File: src/rtl/gb_instr_sequencer_if.sv
// Host/processor-side bundle of the gbprocessor program-buffer sequencer.
// The master is the sequencer (drives the instruction stream); the slave is the host/processor side.
interface gb_instr_sequencer_if #(
  parameter int AW = 4
);
  logic          wr_en;
  logic [AW-1:0] wr_addr;
  logic [7:0]    wr_instr;
  logic [7:0]    wr_data;
  logic [AW:0]   prog_len;
  logic [3:0]    gap;
  logic          start;
  logic          abort;
  logic [63:0]   probe;
  logic [7:0]    instruction;
  logic [7:0]    data;
  logic          valid;
  logic          busy;
  logic          done;
  logic [63:0]   result;
  logic [AW:0]   issue_cnt;

  modport master (
    input  wr_en, wr_addr, wr_instr, wr_data, prog_len, gap, start, abort, probe,
    output instruction, data, valid, busy, done, result, issue_cnt
  );

  modport slave (
    output wr_en, wr_addr, wr_instr, wr_data, prog_len, gap, start, abort, probe,
    input  instruction, data, valid, busy, done, result, issue_cnt
  );
endinterface

File: src/rtl/gb_instr_sequencer.sv
// Program-buffer sequencer: replays stored {instruction,data} pairs to the gbprocessor
// with a programmable gap, then captures the register probe once the last write lands.
module gb_instr_sequencer #(
  parameter int DEPTH = 16,
  parameter int AW    = 4
) (
  input logic                  clock,
  input logic                  reset,
  gb_instr_sequencer_if.master bus
);

  typedef enum logic [1:0] {
    S_IDLE  = 2'd0,
    S_ISSUE = 2'd1,
    S_GAP   = 2'd2,
    S_DRAIN = 2'd3
  } state_t;

  localparam logic [AW:0]   DEPTH_W  = (AW+1)'(DEPTH);
  localparam logic [AW-1:0] PTR_ZERO = '0;

  logic [15:0]   mem_r [DEPTH];
  state_t        state_r;
  logic [AW:0]   len_r;
  logic [3:0]    gap_r;
  logic [3:0]    gap_cnt_r;
  logic [AW-1:0] ptr_r;
  logic [7:0]    instr_r;
  logic [7:0]    data_r;
  logic          valid_r;
  logic          busy_r;
  logic          done_r;
  logic [63:0]   result_r;
  logic [AW:0]   issue_cnt_r;

  logic [AW:0]   len_clamp_s;
  logic          last_s;
  logic [AW-1:0] ptr_next_s;
  logic [15:0]   entry_s;
  logic [15:0]   next_entry_s;
  logic [AW:0]   cnt_next_s;

  // Run-length clamp, last-entry detect and buffer read ports.
  always_comb begin
    len_clamp_s = bus.prog_len;
    if (bus.prog_len > DEPTH_W) begin
      len_clamp_s = DEPTH_W;
    end else begin
      len_clamp_s = bus.prog_len;
    end
    last_s       = ({1'b0, ptr_r} == (len_r - (AW+1)'(1)));
    ptr_next_s   = ptr_r + AW'(1);
    entry_s      = mem_r[ptr_r];
    next_entry_s = mem_r[ptr_next_s];
    cnt_next_s   = issue_cnt_r;
    if (issue_cnt_r != len_r) begin
      cnt_next_s = issue_cnt_r + (AW+1)'(1);
    end else begin
      cnt_next_s = issue_cnt_r;
    end
  end

  // Program buffer: host writes only while the sequencer is idle.
  always_ff @(posedge clock) begin
    if (reset) begin
      for (int i = 0; i < DEPTH; i++) begin
        mem_r[i] <= 16'h0000;
      end
    end else if (bus.wr_en && !busy_r) begin
      mem_r[bus.wr_addr] <= {bus.wr_instr, bus.wr_data};
    end
  end

  // Sequencer FSM; the output registers load on the edge that enters ISSUE so valid lines up with the state.
  always_ff @(posedge clock) begin
    if (reset) begin
      state_r     <= S_IDLE;
      len_r       <= '0;
      gap_r       <= 4'd0;
      gap_cnt_r   <= 4'd0;
      ptr_r       <= '0;
      instr_r     <= 8'h00;
      data_r      <= 8'h00;
      valid_r     <= 1'b0;
      busy_r      <= 1'b0;
      done_r      <= 1'b0;
      result_r    <= 64'h0;
      issue_cnt_r <= '0;
    end else begin
      done_r <= 1'b0;
      case (state_r)
        S_IDLE: begin
          if (bus.start && !bus.abort && (bus.prog_len != (AW+1)'(0))) begin
            len_r       <= len_clamp_s;
            gap_r       <= bus.gap;
            ptr_r       <= PTR_ZERO;
            issue_cnt_r <= '0;
            busy_r      <= 1'b1;
            valid_r     <= 1'b1;
            instr_r     <= mem_r[PTR_ZERO][15:8];
            data_r      <= mem_r[PTR_ZERO][7:0];
            state_r     <= S_ISSUE;
          end
        end
        S_ISSUE: begin
          if (bus.abort) begin
            state_r <= S_IDLE;
            valid_r <= 1'b0;
            busy_r  <= 1'b0;
            instr_r <= 8'h00;
            data_r  <= 8'h00;
          end else begin
            issue_cnt_r <= cnt_next_s;
            if (last_s) begin
              state_r <= S_DRAIN;
              valid_r <= 1'b0;
              instr_r <= 8'h00;
              data_r  <= 8'h00;
            end else begin
              ptr_r <= ptr_next_s;
              if (gap_r != 4'd0) begin
                state_r   <= S_GAP;
                gap_cnt_r <= gap_r;
                valid_r   <= 1'b0;
                instr_r   <= 8'h00;
                data_r    <= 8'h00;
              end else begin
                valid_r <= 1'b1;
                instr_r <= next_entry_s[15:8];
                data_r  <= next_entry_s[7:0];
              end
            end
          end
        end
        S_GAP: begin
          if (bus.abort) begin
            state_r <= S_IDLE;
            busy_r  <= 1'b0;
          end else if (gap_cnt_r == 4'd1) begin
            state_r <= S_ISSUE;
            valid_r <= 1'b1;
            instr_r <= entry_s[15:8];
            data_r  <= entry_s[7:0];
          end else begin
            gap_cnt_r <= gap_cnt_r - 4'd1;
          end
        end
        S_DRAIN: begin
          // The processor has retired the final write by now, so the probe is stable.
          state_r <= S_IDLE;
          busy_r  <= 1'b0;
          if (!bus.abort) begin
            result_r <= bus.probe;
            done_r   <= 1'b1;
          end
        end
        default: begin
          state_r <= S_IDLE;
          valid_r <= 1'b0;
          busy_r  <= 1'b0;
          instr_r <= 8'h00;
          data_r  <= 8'h00;
        end
      endcase
    end
  end

  assign bus.instruction = instr_r;
  assign bus.data        = data_r;
  assign bus.valid       = valid_r;
  assign bus.busy        = busy_r;
  assign bus.done        = done_r;
  assign bus.result      = result_r;
  assign bus.issue_cnt   = issue_cnt_r;

endmodule

File: src/flat_wrapper.sv
// flat-port wrapper written by rule: the top's interface ports become plain ports
module gb_instr_sequencer_flat 
#(
  parameter int DEPTH = 16,
  parameter int AW    = 4
)
  (clock, reset, bus_wr_en, bus_wr_addr, bus_wr_instr, bus_wr_data, bus_prog_len, bus_gap, bus_start, bus_abort, bus_probe, bus_instruction, bus_data, bus_valid, bus_busy, bus_done, bus_result, bus_issue_cnt);
  gb_instr_sequencer_if #(.AW(AW)) bus_i ();
  input logic clock;
  input logic reset;
  input wire logic [$bits(bus_i.wr_en)-1:0] bus_wr_en;
  input wire logic [$bits(bus_i.wr_addr)-1:0] bus_wr_addr;
  input wire logic [$bits(bus_i.wr_instr)-1:0] bus_wr_instr;
  input wire logic [$bits(bus_i.wr_data)-1:0] bus_wr_data;
  input wire logic [$bits(bus_i.prog_len)-1:0] bus_prog_len;
  input wire logic [$bits(bus_i.gap)-1:0] bus_gap;
  input wire logic [$bits(bus_i.start)-1:0] bus_start;
  input wire logic [$bits(bus_i.abort)-1:0] bus_abort;
  input wire logic [$bits(bus_i.probe)-1:0] bus_probe;
  output wire logic [$bits(bus_i.instruction)-1:0] bus_instruction;
  output wire logic [$bits(bus_i.data)-1:0] bus_data;
  output wire logic [$bits(bus_i.valid)-1:0] bus_valid;
  output wire logic [$bits(bus_i.busy)-1:0] bus_busy;
  output wire logic [$bits(bus_i.done)-1:0] bus_done;
  output wire logic [$bits(bus_i.result)-1:0] bus_result;
  output wire logic [$bits(bus_i.issue_cnt)-1:0] bus_issue_cnt;
  assign bus_i.wr_en = bus_wr_en;
  assign bus_i.wr_addr = bus_wr_addr;
  assign bus_i.wr_instr = bus_wr_instr;
  assign bus_i.wr_data = bus_wr_data;
  assign bus_i.prog_len = bus_prog_len;
  assign bus_i.gap = bus_gap;
  assign bus_i.start = bus_start;
  assign bus_i.abort = bus_abort;
  assign bus_i.probe = bus_probe;
  assign bus_instruction = bus_i.instruction;
  assign bus_data = bus_i.data;
  assign bus_valid = bus_i.valid;
  assign bus_busy = bus_i.busy;
  assign bus_done = bus_i.done;
  assign bus_result = bus_i.result;
  assign bus_issue_cnt = bus_i.issue_cnt;
  gb_instr_sequencer #(.DEPTH(DEPTH), .AW(AW)) u_core (.clock(clock), .reset(reset), .bus(bus_i));
endmodule
File: config.mk
export PLATFORM = sky130hd
export DESIGN_NAME = gb_instr_sequencer_flat
export DESIGN_NICKNAME = d
export VERILOG_FILES = /design/src/rtl/gb_instr_sequencer_if.sv /design/src/rtl/gb_instr_sequencer.sv /design/src/flat_wrapper.sv
export SDC_FILE = /design/constraint.sdc
export NUM_CORES = 1
export LEC_CHECK = 0
export CORE_MARGIN = 2
export CORE_UTILIZATION = 60
export DETAILED_ROUTE_END_ITERATION = 10
export GPL_ROUTABILITY_DRIVEN = 0
export PLACE_DENSITY = 0.85
export SLEW_MARGIN = 20
export SYNTH_ARGS = -nofsm -noshare
export SYNTH_HDL_FRONTEND = slang
export SYNTH_SLANG_ARGS = --single-unit
export TNS_END_PERCENT = 5
File: constraint.sdc
create_clock -name clock -period 5 [get_ports clock]
set_clock_uncertainty 0.15 [all_clocks]
set_input_delay 0.75 -clock clock [delete_from_list [all_inputs] [get_ports clock]]
set_output_delay 0.75 -clock clock [all_outputs]
set_load 0.01 [all_outputs]
==> results.toml <==
[status]
status = "completed"

[flow_run]
maxCapViolCount = 0

[clock_tree]
clock_latency_ns = 0.56
path_clk_slew_ns = 0.06
cts_buffer_depth = 3
numCtsBuffers = 39
cts.sinks = 367
cts_tree = "built"
postCtsResizedCells = 0
cts_root_buffer = "clkbuf_16"
cts_setup_buffers = 0
cts_hold_buffers = 0
htree_levels = 2

[routing]
routed_wl_um = 51800
drc_errors = 0
drt.antenna.violating_nets = 0
via_per_inst = 6.56
wl_per_cell_um = 25.0
vias = 13595
drt_iter0_drc = 1831
dr.pass1.iters = 8

[global_routing]
track_usage = 0.323
grt_max_degree = 75
grtUsageMet3 = 0.0823
use_met1 = 0.424
grt_pass1_wl_um = 77200
grt_pass1_vias = 13262
overflow = 0
grt-busiest-layer = "met2"
antenna_found_initial = 0
use_met2 = 0.529

[timing]
slew_headroom = 0.222
rsz0062_at_grt = "no"
setup_viol = 0
period_share = 0.625
fmax_mhz = 320
period_needed_ns = 3.12
slew_violations = 0
worst_pin_slew_ns = 1.16
setup_tns_ns = 0
finalHoldViolCount = 0

[yosys]
yosys.area.top_type = "edfxtp_1"
yosys-top-cells-area = "edfxtp_1 42%, mux4_2 16%, dfxtp_1 12%"
synthXorXnorAreaFrac = 0.00620
synth_seq_cells = 367
async_flop_share = 0
synth.distinct_cells = 65
synth_top_family_by_area = "simple AND/OR/NAND/NOR gates"
synth.top_cell.area_share = 0.418
synth-simple-area-share = 0.182
synthMuxAreaShare = 0.162
syn_area_mm2 = 0.0184
syn_area_per_cell_um2 = 12.3
synth-edff-count = 256
ys.flop_type = "edfxtp_1"
synth_compound_area_frac = 0.0764
synth-adder-area-share = 0.00613
yosysWarningCount = 0
synth_cells = 1498
syn_nets = 1605
yosysSeqAreaShare = 0.539

[power]
totalPowerFinal_mw = 7.14
p_per_area_mw_per_mm2 = 327
p_leak_nw = 7.65
ir_drop_mv = 0.324

[layout]
seq_area_mm2 = 0.00992
drive_gt1_frac = 0.162
fillers = 1968
multi_input_area_mm2 = 0.00799
areaGrowthSynthToFinish_pct = 19.0
diodes = 0
finish.instance_area_mm2 = 0.0219
finalCoreUtilization = 0.720
nets = 1755

[setup_path]
cp_max_fo = 16
crit_arrival_ns = 3.37
ff2ff_setup_slack_ns = 1.88
startpoint_type = "flop"
cp-end-kind = "flop"
path_class = "reg2reg"
rr_worst_depth = 7
critPathRequiredTime_ns = 5.24

[placed_design]
dpl_cell_area_mm2 = 0.0206
dp_hpwl_um = 34100
io_buffers = 185

[floorplanning]
core_area_mm2 = 0.0303
die_x_um = 179
rows = 64
die_h_um = 179
initial_core_util = 0.605
die_area_mm2 = 0.0320
io_pins = 186

[worst_hold_path]
min_path_type = "reg2reg"
whs_path_depth = 2
==> layout make-up <==
cell class | count | area share
clock buffers | 52 | 0.0489
repair buffers | 225 | 0.0989
clock inverters | 18 | 0.00819
flip-flops and latches | 367 | 0.454
inverters | 11 | 0.00189
well taps | 396 | 0.0227
multi-input cells | 1004 | 0.366
==> synth_stat cells, drive strengths merged, types with 6 or more instances <==
| library cell | number |
|---|---|
| buf | 37 |
| mux4 | 128 |
| nor2 | 32 |
| xor2 | 8 |
| inv | 11 |
| o31ai | 20 |
| clkbuf | 79 |
| and3 | 19 |
| nand2 | 242 |
| or2 | 22 |
| a32oi | 16 |
| mux2i | 9 |
| dfxtp | 111 |
| o21ai | 16 |
| nor3 | 8 |
| a22oi | 32 |
| nor3b | 6 |
| nand3 | 27 |
| ha | 9 |
| nor2b | 6 |
| a211oi | 6 |
| and2 | 260 |
| edfxtp | 256 |
| a21oi | 83 |
==> flip-flops by register name (all words and copies together), names as in the netlist, named ones only <==
register and flops:
u_core.gap_cnt_r 4, u_core.bus.valid 1, u_core.gap_r 4, u_core.bus.result 64, u_core.bus.instruction 8, u_core.ptr_r 4, u_core.bus.issue_cnt 5, u_core.bus.done 1
u_core.bus.busy 1, u_core.bus.data 8, u_core.len_r 5, u_core.state_r 2, u_core.mem_r 256
==> kinds of logic (layout without fill, tap and decap cells) <==
| kind of cell | after synthesis | in the layout |
|---|---|---|
| buffers and inverters | 127 | 306 |
| adder cells (fa/ha/maj) | 9 | 9 |
| multiplexers | 137 | 137 |
| XOR/XNOR | 13 | 13 |
| AO/OA/AOI/OAI | 203 | 203 |
| AND/OR/NAND/NOR | 642 | 642 |
| flip-flops | 367 | 367 |
==> worst paths after layout <==
check | to | start
max reg2reg | u_core.bus.data[7] | u_core.state_r[0]
min | u_core.bus.result[11] | u_core.bus.result[11]
max | u_core.bus.data[7] | u_core.state_r[0]
min reg2reg | u_core.bus.result[11] | u_core.bus.result[11]
==> cell usage in the layout (no fill, tap or decap), types with 4 or more instances in the layout <==
cell,netlist,routed
a21oi_1,82,82
xor2_1,8,7
and3_1,18,18
nor3_1,8,8
ha_1,9,8
clkbuf_1,79,8
buf_4,2,40
and2_1,260,260
nand2_1,242,241
clkbuf_16,0,39
o31ai_1,20,20
clkinv_1,0,4
mux2i_1,9,9
edfxtp_1,256,256
xnor2_1,5,4
clkbuf_8,0,4
inv_1,11,11
or2_2,22,22
nand3_1,27,27
nor3b_1,6,6
nor2_1,32,31
clkdlybuf4s50_1,0,184
mux4_2,128,128
a22oi_1,32,32
o21ai_1,0,12
a211oi_1,5,5
dfxtp_1,111,108
clkinv_2,0,7
a32oi_1,16,16
==> layer usage <==
| layer | part of all wire | vias up |
|---|---|---|
| li1 | - | 5807 |
| met1 | 0.36 | 6657 |
| met2 | 0.48 | 991 |
| met3 | 0.13 | 140 |
| met4 | 0.033 | 0 |
| met5 | 0 | - |
==> critical path, stage by stage, from the launching register on <==
cell and delay [ns]:
dfxtp_1 0.39, inv_1 0.10, ha_1 0.42, nor2_1 0.65, o22a_1 0.35, a21oi_2 0.08, a41oi_4 0.62, o31ai_1 0.21
==> power breakdown <==
group          switching [mW]  total (mW)  internal [mW]
Combinational           0.452       0.847          0.394
Sequential              0.107        3.47           3.37
Clock                    1.20        2.82           1.62
==> stage by stage <==
step	setup slack (ns)	cells	hold slack [ns]
floorplan	2.04	1498	0.314
global placement	1.71	2002	0.291
detailed placement	1.61	2003	0.296
CTS	1.92	2073	0.304
global route	1.74	2073	0.326
finish	1.88	2073	0.302
(Power assumes the default switching activity.)
